### config.mk
export PLATFORM = sky130hd
export DESIGN_NAME = mc_controller
export DESIGN_NICKNAME = d
export VERILOG_FILES = /design/src/rtl/mc_controller.sv
export SDC_FILE = /design/constraint.sdc
export NUM_CORES = 1
export LEC_CHECK = 0
export CAP_MARGIN = 20
export CORE_UTILIZATION = 49
export DETAILED_ROUTE_END_ITERATION = 16
export PLACE_DENSITY = 0.92
export SYNTH_ARGS = -nofsm -noshare
export SYNTH_HDL_FRONTEND = slang
export SYNTH_SLANG_ARGS = --single-unit
### constraint.sdc
create_clock -name clk -period 2.3 [get_ports clk]
set_input_delay 0.345 -clock clk [delete_from_list [all_inputs] [get_ports clk]]
set_output_delay 0.345 -clock clk [all_outputs]
set_load 0.03 [all_outputs]
### src/rtl/mc_controller.sv
// Multicycle MIPS main controller: sequences each instruction through shared ALU/memory,
// with memory wait-state timeout, sticky fault trap and retired-instruction counter.
module mc_controller #(
  parameter int WAIT_LIMIT = 8,
  parameter int CNT_W      = 16
) (
  input  logic             clk,
  input  logic             rst_n,
  input  logic [5:0]       opCode,
  input  logic             zero,
  input  logic             mem_ready,
  output logic [1:0]       ALUcontrol,
  output logic             aluSrcA,
  output logic [1:0]       aluSrcB,
  output logic [1:0]       pcSel,
  output logic             pcWrite,
  output logic             irWrite,
  output logic             iord,
  output logic             memRead,
  output logic             memWrite,
  output logic             regWrite,
  output logic [1:0]       regWriteDataSel,
  output logic [1:0]       regIn,
  output logic [1:0]       fault,
  output logic [CNT_W-1:0] retired
);

  localparam int WCW = $clog2(WAIT_LIMIT + 1);

  localparam logic [5:0] OP_RTYPE = 6'b000000;
  localparam logic [5:0] OP_ADDI  = 6'b001000;
  localparam logic [5:0] OP_ANDI  = 6'b001100;
  localparam logic [5:0] OP_LW    = 6'b100011;
  localparam logic [5:0] OP_SW    = 6'b101011;
  localparam logic [5:0] OP_BEQ   = 6'b000100;
  localparam logic [5:0] OP_BNE   = 6'b000101;
  localparam logic [5:0] OP_J     = 6'b000010;
  localparam logic [5:0] OP_JAL   = 6'b000011;
  localparam logic [5:0] OP_JR    = 6'b100000;

  typedef enum logic [3:0] {
    S_FETCH, S_DECODE, S_EXEC_R, S_WB_R, S_EXEC_I, S_WB_I, S_MEM_ADDR, S_MEM_RD,
    S_WB_M, S_MEM_WR, S_BRANCH, S_JUMP, S_JAL, S_JR, S_FAULT
  } state_t;

  state_t           r_state;
  state_t           w_next;
  logic [WCW-1:0]   r_wait;
  logic [1:0]       r_fault;
  logic [CNT_W-1:0] r_retired;
  logic [1:0]       w_fault_code;
  logic             w_wait_state;
  logic             w_timeout;
  logic             w_pc_write;
  logic             w_ir_write;
  logic             w_mem_write;
  logic             w_reg_write;

  assign w_wait_state = (r_state == S_FETCH) || (r_state == S_MEM_RD) || (r_state == S_MEM_WR);
  // Last permitted wait cycle without mem_ready: this edge traps instead of waiting again.
  assign w_timeout    = w_wait_state && !mem_ready && (r_wait == WCW'(WAIT_LIMIT - 1));

  // State, wait counter, sticky fault code and retired counter.
  always_ff @(posedge clk or negedge rst_n) begin
    if (!rst_n) begin
      r_state   <= S_FETCH;
      r_wait    <= '0;
      r_fault   <= 2'b00;
      r_retired <= '0;
    end else begin
      r_state <= w_next;
      if (w_next != r_state) begin
        r_wait <= '0;
      end else if (w_wait_state && !mem_ready) begin
        r_wait <= r_wait + WCW'(1);
      end
      if ((w_next == S_FAULT) && (r_state != S_FAULT)) begin
        r_fault <= w_fault_code;
      end
      if ((w_next == S_FETCH) && (r_state != S_FETCH)) begin
        r_retired <= r_retired + CNT_W'(1);
      end
    end
  end

  // Next-state and control decode.
  always_comb begin
    w_next          = r_state;
    w_fault_code    = 2'b00;
    ALUcontrol      = 2'b00;
    aluSrcA         = 1'b0;
    aluSrcB         = 2'b00;
    pcSel           = 2'b00;
    iord            = 1'b0;
    memRead         = 1'b0;
    regWriteDataSel = 2'b00;
    regIn           = 2'b00;
    w_pc_write      = 1'b0;
    w_ir_write      = 1'b0;
    w_mem_write     = 1'b0;
    w_reg_write     = 1'b0;
    case (r_state)
      S_FETCH: begin
        memRead    = 1'b1;
        aluSrcB    = 2'b01;
        w_ir_write = mem_ready;
        w_pc_write = mem_ready;
        if (w_timeout) begin
          w_next       = S_FAULT;
          w_fault_code = 2'b10;
        end else if (mem_ready) begin
          w_next = S_DECODE;
        end else begin
          w_next = S_FETCH;
        end
      end
      S_DECODE: begin
        aluSrcB = 2'b11;
        case (opCode)
          OP_RTYPE:        w_next = S_EXEC_R;
          OP_ADDI, OP_ANDI: w_next = S_EXEC_I;
          OP_LW, OP_SW:    w_next = S_MEM_ADDR;
          OP_BEQ, OP_BNE:  w_next = S_BRANCH;
          OP_J:            w_next = S_JUMP;
          OP_JAL:          w_next = S_JAL;
          OP_JR:           w_next = S_JR;
          default: begin
            w_next       = S_FAULT;
            w_fault_code = 2'b01;
          end
        endcase
      end
      S_EXEC_R: begin
        aluSrcA    = 1'b1;
        ALUcontrol = 2'b10;
        w_next     = S_WB_R;
      end
      S_WB_R: begin
        w_reg_write = 1'b1;
        regIn       = 2'b01;
        w_next      = S_FETCH;
      end
      S_EXEC_I: begin
        aluSrcA    = 1'b1;
        aluSrcB    = 2'b10;
        ALUcontrol = (opCode == OP_ANDI) ? 2'b11 : 2'b00;
        w_next     = S_WB_I;
      end
      S_WB_I: begin
        w_reg_write = 1'b1;
        w_next      = S_FETCH;
      end
      S_MEM_ADDR: begin
        aluSrcA = 1'b1;
        aluSrcB = 2'b10;
        w_next  = (opCode == OP_LW) ? S_MEM_RD : S_MEM_WR;
      end
      S_MEM_RD: begin
        iord    = 1'b1;
        memRead = 1'b1;
        if (w_timeout) begin
          w_next       = S_FAULT;
          w_fault_code = 2'b10;
        end else if (mem_ready) begin
          w_next = S_WB_M;
        end else begin
          w_next = S_MEM_RD;
        end
      end
      S_WB_M: begin
        w_reg_write     = 1'b1;
        regWriteDataSel = 2'b01;
        w_next          = S_FETCH;
      end
      S_MEM_WR: begin
        iord        = 1'b1;
        w_mem_write = 1'b1;
        if (w_timeout) begin
          w_next       = S_FAULT;
          w_fault_code = 2'b10;
        end else if (mem_ready) begin
          w_next = S_FETCH;
        end else begin
          w_next = S_MEM_WR;
        end
      end
      S_BRANCH: begin
        aluSrcA    = 1'b1;
        ALUcontrol = 2'b01;
        pcSel      = 2'b11;
        w_pc_write = (opCode == OP_BEQ) ? zero : ~zero;
        w_next     = S_FETCH;
      end
      S_JUMP: begin
        pcSel      = 2'b01;
        w_pc_write = 1'b1;
        w_next     = S_FETCH;
      end
      S_JAL: begin
        pcSel           = 2'b01;
        w_pc_write      = 1'b1;
        w_reg_write     = 1'b1;
        regWriteDataSel = 2'b10;
        regIn           = 2'b10;
        w_next          = S_FETCH;
      end
      S_JR: begin
        pcSel      = 2'b10;
        w_pc_write = 1'b1;
        w_next     = S_FETCH;
      end
      S_FAULT: begin
        w_next = S_FAULT;
      end
      default: begin
        // Unreachable encoding: trap rather than guess an instruction.
        w_next       = S_FAULT;
        w_fault_code = 2'b01;
      end
    endcase
  end

  // Write strobes are suppressed for the whole reset assertion, not just after the edge.
  assign pcWrite  = w_pc_write  & rst_n;
  assign irWrite  = w_ir_write  & rst_n;
  assign memWrite = w_mem_write & rst_n;
  assign regWrite = w_reg_write & rst_n;
  assign fault    = r_fault;
  assign retired  = r_retired;

endmodule

==> metrics.md, run 1 <==
| Metric | Value |
|---|---|
| Grt met3 use | `0.0474` |
| Netlist cell types | `46` |
| Setup Viol. Count Final | `0` |
| DP Worst Slack | `-0.0525 ns` |
| Post-synth EDFFs | `0` |
| Max transition margin | `0.750` |
| Core Area | `3440 um^2` |
| Delay-heaviest family, CP | `buffers and inverters` |
| Post-CTS sizing | `7` |
| Fin crit share | `0.959` |
| Crit Reg-Reg Startpoint | `r_state[1]` |
| Synthesis-stage register bit count | `26` |
| Hold_buf cts | `0` |
| Post-Syn Instances | `210` |
| Overflow after GRT | `0` |
| Vias in the first global route | `1683` |
| Slew Viols, Final | `0` |
| Synth area leader | `dfrtp_1` |
| CTS tree | `yes` |
| Setup repair bufs after CTS | `0` |
| Clock Latency Late Sink | `0.27 ns` |
| Layout filler cell count | `253` |
| Buf/Inv on CP | `1` |
| Final hold vios | `0` |
| IO buf count | `44` |
| LEAKAGE | `1.14 nW` |
| Ys async rst share | `1.00` |
| Worst Path Required | `1.96 ns` |
| Post-DP HPWL | `3320 um` |
| Top cell type's share of synthesized area | `0.359` |
| Die ar. | `3940 um^2` |
| Seq/Total Area, Yosys | `0.359` |
| Cell area after layout | `2480 um^2` |
| Global-route wire length before repair | `7700 um` |
| Max Clock Freq | `453 MHz` |
| Layout cells sized above 1 | `0.160` |
| Row count | `21` |
| H-tree lvl count | `1` |
| Die width | `62.8 um` |
| Placement Cell Area | `2400 um^2` |
| Critical-path top delay cell | `clkdlybuf4s50_1` |
| Area delta synth->final | `36.9%` |
| Final WL | `4420 um` |
| Power per cell area | `1140 nW/um^2` |
| Setup CP Type | `register to output pin` |
| Initial antenna violation count | `0` |
| Cell-by-cell trace of the critical path | `nor2_1, and3_1, clkdlybuf4s50_1` |
| Fin cells | `314` |
| Pin count of the biggest net entering global routing | `23` |
| Largest cells by area after synthesis | `dfrtp_1 36%, xnor2_1 9.2%, nand2_1 4.4%` |
| Mapped Area | `1810 um^2` |
| DRC viols | `0` |
| Clk root buf | `clkbuf_8` |
| Worst IR Drop VDD | `0.953 mV` |
| Setup crit start kind | `register` |
| Detailed-route via count | `1788` |
| Clk buf depth | `2` |
| Final setup skew | `0.00232 ns` |
| Worst-path clk slew | `0.08 ns` |
| Nets | `281` |
| Worst R2R End | `fault[1]` |
| Worst Tran Pin Value | `0.370 ns` |
| Worst EP arrival | `1.86 ns` |
| Mean area per synthesized cell | `8.63 um^2` |
| Final min period | `2.21 ns` |
| Die H | `62.8 um` |
| Crit end category | `output pin` |
| RSZ-0062 raised after global routing | `false` |
| Setup TNS | `0 ns` |
| WL/cell | `14.1 um` |
| Max-cap violations | `0` |
| Met1 Track Usage GR | `0.303` |
| Synth Warn # | `0` |
| # placed instances | `310` |
| Met2 GRT Util | `0.427` |
| Placer congestion estimate | `0.888` |
| Main flop type after synthesis | `dfrtp_1` |
| Worst Slack Setup Final | `0.0945 ns` |
| CP max FO | `14` |
| Syn nets | `222` |
| Type of the worst min-delay path | `input port to async pin` |
| DR pass1 iterations | `5` |
| Busiest grt layer | `met2` |
| Outcome | `finished, final reports clean` |
| Ports | `45` |
| Setup slack, reg-to-reg | `0.19 ns` |
| Tot GR Track Use | `0.249` |
| Clock sink count | `26` |
| Vias/cell | `5.69` |
| Number of diodes | `0` |
| Initial Utilization | `0.526` |
| DRT iter0 DRCs | `111` |
| Antenna-violating nets left | `0` |
| R2R depth | `7` |
| Critical Path Max Stage Delay | `0.68 ns` |
| Inserted Clock Buffers | `3` |
## worst max-delay path by stage
stage                          start                 end  slack, ns  cells after the start
final                     r_state[3]            regIn[0]       0.09                      3
after global routing      r_state[2]            regIn[0]      0.001                      3
after CTS                 r_state[2]                iord       0.01                      5
after detailed placement   opCode[2]          retired[7]      -0.05                      8
after global placement     opCode[5]          retired[1]      -0.01                      7
after floorplan           r_state[3]  regWriteDataSel[1]       0.03                      5
## synth_stat cells, types with 5 or more instances
master and n:
a21oi_1 10, and3_1 10, o21ai_0 6, and2_1 5
inv_1 5, nand4_1 9, nor2_1 14, dfrtp_1 26
nand2_1 21, nand3_1 11, nor3_1 6, a211oi_1 5
clkbuf_1 5, xnor2_1 19, nor2b_1 6
## flip-flops by register name, summed over array words and instances (netlist names)
name / cells
r_wait: 4
r_state: 4
retired: 16
fault: 2
## placed cells by master (no fill, tap or decap), drive strengths merged, types with 9 or more instances in the layout
master,n
buf,30
nand2,21
nand3,11
dfrtp,26
nor2,15
clkdlybuf4s50,28
nand4,9
xnor2,19
and3,10
a21oi,10
## metrics by stage
stage / utilization / hold slack [ns] / total power [mW]
finish: 0.721 / 0.432 / 2.83
detailed placement: 0.697 / 0.475 / 2.54
floorplan: - / 0.0494 / 1.88
CTS: 0.712 / 0.451 / 2.82
global route: 0.721 / 0.436 / 3.02
global placement: 0.697 / 0.469 / 2.49
## cells by family after synthesis
logic type	synth area share
flops	0.359
fa+ha+maj	0.0138
compound gates	0.129
simple gates	0.322
xor+xnor	0.102
mux	0.0228
buf+inv	0.0518
## metal layers
metal / vias up / wire [um]
met1: 858 / 1890
li1: 870 / -
met2: 50 / 2250
met4: 0 / 100
met3: 10 / 184
met5: - / 0
## final cells by class
cell class              instances  area, um^2  area share
inverters                       5        18.8     0.00756
clock buffers                   4        55.1      0.0222
well taps                      46        57.6      0.0232
multi-input cells             165        1080       0.437
repair buffers                 68         612       0.247
flip-flops and latches         26         653       0.263
## power breakdown
part,internal (mW),switching [mW],total [mW]
logic,0.771,1.05,1.82
clock network,0.153,0.138,0.291
registers,0.557,0.163,0.720
total,1.48,1.35,2.83
Power figures use the tool's default switching activity.
==> inputs of run 2 (changes only) <==
--- a/config.mk
+++ b/config.mk
@@ -9,6 +9,7 @@
 export CORE_UTILIZATION = 49
 export DETAILED_ROUTE_END_ITERATION = 16
 export PLACE_DENSITY = 0.92
+export RECOVER_POWER = 100
 export SYNTH_ARGS = -nofsm -noshare
 export SYNTH_HDL_FRONTEND = slang
 export SYNTH_SLANG_ARGS = --single-unit
==> metrics.md, run 2 (synthesized netlist as in run 1, its figures left out) <==
| Metric | Value |
|---|---|
| Row count | `21` |
| Worst IR Drop VDD | `0.922 mV` |
| CTS tree | `yes` |
| Max transition margin | `0.237` |
| Slew Viols, Final | `0` |
| Pwr Total | `2.76 mW` |
| Core Area | `3440 um^2` |
| Clock share of power | `0.106` |
| Most common cell after layout, fill and taps aside | `dfrtp_1` |
| P_sw | `1.35 mW` |
| Global-route wire length before repair | `7700 um` |
| Setup repair bufs after CTS | `0` |
| Critical Path Max Stage Delay | `0.68 ns` |
| Clock Latency Late Sink | `0.27 ns` |
| Placer congestion estimate | `0.888` |
| Clk buf depth | `2` |
| LEAKAGE | `1.07 nW` |
| Max Clock Freq | `451 MHz` |
| Sw Share | `0.491` |
| Vias in the first global route | `1683` |
| H-tree lvl count | `1` |
| DRC viols | `0` |
| Final hold vios | `0` |
| Clock sink count | `26` |
| Antenna-violating nets left | `0` |
| Number of diodes | `0` |
| Seq pwr share | `0.260` |
| Worst Tran Pin Value | `1.14 ns` |
| Hold_buf cts | `0` |
| Critical-path top delay cell | `clkdlybuf4s50_1` |
| Detailed-route via count | `1794` |
| Post-route core utilization | `0.700` |
| Die width | `62.8 um` |
| Nets | `281` |
| Ports | `45` |
| Setup TNS | `0 ns` |
| Worst Path Required | `1.96 ns` |
| Final WL | `4420 um` |
| Die H | `62.8 um` |
| Clk root buf | `clkbuf_8` |
| Pin count of the biggest net entering global routing | `23` |
| Power per cell area | `1140 nW/um^2` |
| Max reg flops | `16` |
| Tot GR Track Use | `0.249` |
| DRT iter0 DRCs | `133` |
| Setup CP Type | `register to output pin` |
| Most frequent cells in the layout | `24 x dfrtp_1, 22 x buf_4, 21 x nand2_1` |
| P_int | `1.40 mW` |
| Post-DP HPWL | `3320 um` |
| DR pass1 iterations | `4` |
| Hold Path Stages | `1` |
| Cell-by-cell trace of the critical path | `nor2_1, and3_1, clkdlybuf4s50_1` |
| Hold Slack | `0.482 ns` |
| Worst EP arrival | `1.87 ns` |
| Initial antenna violation count | `0` |
| Fin crit share | `0.964` |
| Initial Utilization | `0.526` |
| Type of the worst min-delay path | `register to register` |
| Setup Viol. Count Final | `0` |
| IO buf count | `44` |
| Max-cap violations | `0` |
| Layout filler cell count | `269` |
| Worst-path clk slew | `0.08 ns` |
| Combinational fraction of design power | `0.634` |
| Outcome | `finished, final reports clean` |
| CP max FO | `14` |
| R2R depth | `7` |
| Crit end category | `output pin` |
| Final setup skew | `0.00296 ns` |
| RSZ-0062 raised after global routing | `false` |
| Inserted Clock Buffers | `3` |
| Overflow after GRT | `0` |
| Layout cells sized above 1 | `0.142` |
| Die ar. | `3940 um^2` |
| Setup crit start kind | `register` |
| Area delta synth->final | `33.1%` |
| Vias/cell | `5.71` |
| WL/cell | `14.1 um` |
| Final min period | `2.22 ns` |
[run 2: cell count changes in the layout (fill, tap and decap cells not counted)]
cell	delta
clkbuf_1	+10
buf_4	-8
clkbuf_2	+3
dlymetal6s2s_1	-5
and2_0	+1
clkdlybuf4s50_1	-20
dlygate4sd3_1	+20
and2_1	-1
[run 2: final cells by class]
type / instances / area, um^2 / area share
inverters: 5 / 18.8 / 0.00778
repair buffers: 68 / 542 / 0.225
flip-flops and latches: 26 / 653 / 0.271
clock buffers: 4 / 55.1 / 0.0228
well taps: 46 / 57.6 / 0.0239
multi-input cells: 165 / 1080 / 0.450
[run 2: per-stage QoR]
step                      std cells  instance area, um^2  setup WS (ns)
final                           314                 2410         0.0825
after global routing            314                 2410        0.00151
after CTS                       314                 2450         0.0108
after detailed placement        310                 2400        -0.0525
after global placement          310                 2400       -0.00987
after floorplan                 210                 1810         0.0331
[run 2: critical path: cells and delay by family, from the launching register on]
family	cells	cell delay, ns
and+or+nand+nor	2	0.40
DFF	1	0.52
buffers and inverters	1	0.68
[run 2: per-layer routing]
metal | wire (um) | global-route usage | up-vias
met2 | 2250 | 0.427 | 64
met5 | 0 | 0 | -
met3 | 219 | 0.0474 | 8
met1 | 1860 | 0.303 | 849
li1 | - | - | 873
met4 | 92 | 0.105 | 0
[run 2: worst paths after layout]
path	startpoint	endpoint	slack, ns
min in group asynchronous	rst_n	fault[0]	0.54
min	retired[15]	retired[15]	0.48
min reg2reg	retired[15]	retired[15]	0.48
max reg2reg	r_state[1]	fault[1]	0.20
max	r_state[3]	regIn[0]	0.08
max in group asynchronous	rst_n	r_state[2]	0.63
[run 2: power by group through the flow]
stage          clock (mW)  sequential [mW]  combinational [mW]
3_5_place_dp            0            0.720                1.82
5_1_grt             0.316            0.740                1.89
4_1_cts             0.294            0.715                1.81
3_3_place_gp            0            0.716                1.78
6_report            0.292            0.718                1.75
2_1_floorplan           0            0.759                1.12
[run 2: repair_timing]
| action | 4_1_cts | 5_1_grt |
|---|---|---|
| setup endpoints to repair | 9 | 11 |
| resized for setup | 7 | 7 |
| endpoints found under the hold margin | 0 | 0 |
| pin swaps | 0 | 0 |
==> inputs of run 3 (changes only) <==
--- a/config.mk
+++ b/config.mk
@@ -6,10 +6,11 @@
 export NUM_CORES = 1
 export LEC_CHECK = 0
 export CAP_MARGIN = 20
-export CORE_UTILIZATION = 49
+export CORE_UTILIZATION = 45
 export DETAILED_ROUTE_END_ITERATION = 16
-export PLACE_DENSITY = 0.92
+export PLACE_DENSITY = 0.89
 export RECOVER_POWER = 100
+export SLEW_MARGIN = 25
 export SYNTH_ARGS = -nofsm -noshare
 export SYNTH_HDL_FRONTEND = slang
 export SYNTH_SLANG_ARGS = --single-unit
==> constraint.sdc (replaced) <==
create_clock -name clk -period 1.9 [get_ports clk]
set_input_delay 0.285 -clock clk [delete_from_list [all_inputs] [get_ports clk]]
set_output_delay 0.285 -clock clk [all_outputs]
set_load 0.03 [all_outputs]
==> metrics.md, run 3 (synthesized netlist as in run 1, its figures left out) <==
| Metric | Value |
|---|---|
| Outcome | `finished with violations` |
| Failing checks | `setup timing` |
| Most common cell after layout, fill and taps aside | `buf_4` |
| Crit Reg-Reg Startpoint | `r_state[1]` |
| Worst EP arrival | `2.27 ns` |
| Power per cell area | `1640 nW/um^2` |
| Clock share of power | `0.088` |
| Worst Tran Pin Value | `0.625 ns` |
| Max Clock Freq | `473 MHz` |
| Setup Viol. Count Final | `34` |
| RSZ-0062 raised after global routing | `true` |
| Die H | `65.5 um` |
| Global-route wire length before repair | `8870 um` |
| Worst-path clk slew | `0.10 ns` |
| Crit end category | `register` |
| Inserted Clock Buffers | `3` |
| Setup CP Type | `register to register` |
| DP Worst Slack | `-0.405 ns` |
| IO buf count | `44` |
| Most frequent cells in the layout | `63 x buf_4, 23 x dfrtp_1, 19 x xnor2_1, 19 x buf_6, 19 x clkdlybuf4s50_1` |
| Antenna-violating nets left | `0` |
| Initial Utilization | `0.480` |
| Ports | `45` |
| Initial antenna violation count | `0` |
| Max layer used | `met4` |
| Hold Slack | `0.486 ns` |
| Type of the worst min-delay path | `register to register` |
| Clk buf depth | `2` |
| Critical hold path startpoint | `retired[15]` |
| Worst Slack Setup Final | `-0.214 ns` |
| Met2 wire length | `3870 um` |
| Slew Viols, Final | `0` |
| LEAKAGE | `1.44 nW` |
| Worst Path Required | `2.06 ns` |
| Worst IR Drop VDD | `1.56 mV` |
| Max-cap violations | `0` |
| Met3 wire length | `477 um` |
| Nets | `330` |
| Post-DP HPWL | `3620 um` |
| DRT iter0 DRCs | `152` |
| WHS Endpoint | `retired[15]` |
| Die width | `65.5 um` |
| Hold Path Stages | `1` |
| Clk root buf | `clkbuf_8` |
| DR pass1 iterations | `4` |
| H-tree lvl count | `1` |
| Final hold vios | `0` |
| Final setup skew | `0.0122 ns` |
| Layout filler cell count | `183` |
| Final min period | `2.11 ns` |
| Placer congestion estimate | `0.849` |
| Die ar. | `4280 um^2` |
| Max reg flops | `16` |
| Setup crit start kind | `register` |
| Overflow after GRT | `0` |
| Row count | `22` |
| DRC viols | `0` |
| Sw Share | `0.452` |
| Hold_buf cts | `0` |
| CTS tree | `yes` |
| P_int | `2.92 mW` |
| Number of diodes | `0` |
| Core Area | `3770 um^2` |
| Detailed-route via count | `2241` |
| Worst R2R End | `retired[4]` |
| Combinational fraction of design power | `0.751` |
| Vias/cell | `6.14` |
| R2R depth | `9` |
| Tot GR Track Use | `0.265` |
| Vias in the first global route | `1942` |
| P_sw | `2.41 mW` |
| Seq pwr share | `0.161` |
| WL/cell | `20.9 um` |
| Pin count of the biggest net entering global routing | `27` |
| M1 WL | `2860 um` |
| Layout cells sized above 1 | `0.486` |
| Clock Latency Late Sink | `0.29 ns` |
| Setup slack, reg-to-reg | `-0.21 ns` |
| Fin crit share | `1.11` |
| CP max FO | `7` |
| Area delta synth->final | `79.7%` |
| Max transition margin | `0.584` |
| Final WL | `7640 um` |
| Clock sink count | `26` |
run 3: changes by cell type in the layout (fill, tap and decap cells not counted), moves of 5 or more:
| cell | change |
|---|---|
| buf_4 | +41 |
| buf_6 | +19 |
| dlygate4sd3_1 | -19 |
| clkdlybuf4s50_1 | +11 |
| clkbuf_1 | -10 |
| nor2_1 | -8 |
| nand3_1 | -7 |
| nand3_2 | +7 |
| nand2_1 | -6 |
| nand2_2 | +5 |
| o21ai_0 | -5 |
run 3: layout make-up:
type,count,area [um^2],area share
Tap cell,48,60.1,0.0184
Clock buffer,3,41.3,0.0127
Multi-Input combinational cell,165,1360,0.417
Sequential cell,26,654,0.201
Clock inverter,1,30.0,0.00922
Timing Repair Buffer,117,1090,0.335
Inverter,5,21.3,0.00653
run 3: power groups by stage:
stage	sequential, mW	combinational (mW)	clock [mW]
after global placement	0.806	2.39	0
after detailed placement	0.811	2.45	0
after floorplan	0.918	1.36	0
after global routing	0.870	4.13	0.492
after CTS	0.815	3.02	0.452
final	0.858	4.00	0.467
run 3: stage by stage:
| stage | power, mW | TNS, ns | utilization | instances | area [um^2] |
|---|---|---|---|---|---|
| floorplan | 2.28 | -0.458 | - | 210 | 1820 |
| global placement | 3.19 | -7.29 | 0.665 | 327 | 2510 |
| detailed placement | 3.26 | -8.39 | 0.665 | 327 | 2510 |
| CTS | 4.28 | -0.489 | 0.755 | 342 | 2850 |
| global route | 5.49 | -4.73 | 0.863 | 365 | 3260 |
| finish | 5.33 | -3.36 | 0.863 | 365 | 3260 |
run 3: what timing repair did:
action	in CTS	in global routing
pin swaps	15	32
buffers inserted	9	23
resized for setup	52	57
gates cloned	2	1
setup endpoints to repair	30	34
run 3: worst max-delay path by stage:
| stage | cells after the start | slack [ns] | start | endpoint |
|---|---|---|---|---|
| 3_5_place_dp | 8 | -0.40 | opCode[2] | retired[4] |
| 5_1_grt | 8 | -0.24 | r_state[1] | retired[5] |
| 2_1_floorplan | 3 | -0.23 | r_state[1] | irWrite |
| 6_report | 9 | -0.21 | r_state[1] | retired[4] |
| 4_1_cts | 7 | -0.10 | r_state[1] | retired[1] |
| 3_3_place_gp | 7 | -0.38 | opCode[5] | retired[1] |
run 3: critical path: stages (launching register included):
cell      delay [ns]
dfrtp_2         0.48
buf_6           0.16
and2_4          0.18
o21ai_4         0.23
o221ai_4        0.16
nor3_4          0.24
buf_6           0.18
buf_4           0.11
nand3_2         0.09
xnor2_1         0.15
run 3: layer usage:
layer / track usage / up-vias
met3: 0.0260 / 45
met5: 0 / -
met4: 0.0815 / 0
met2: 0.474 / 135
li1: - / 973
met1: 0.334 / 1088
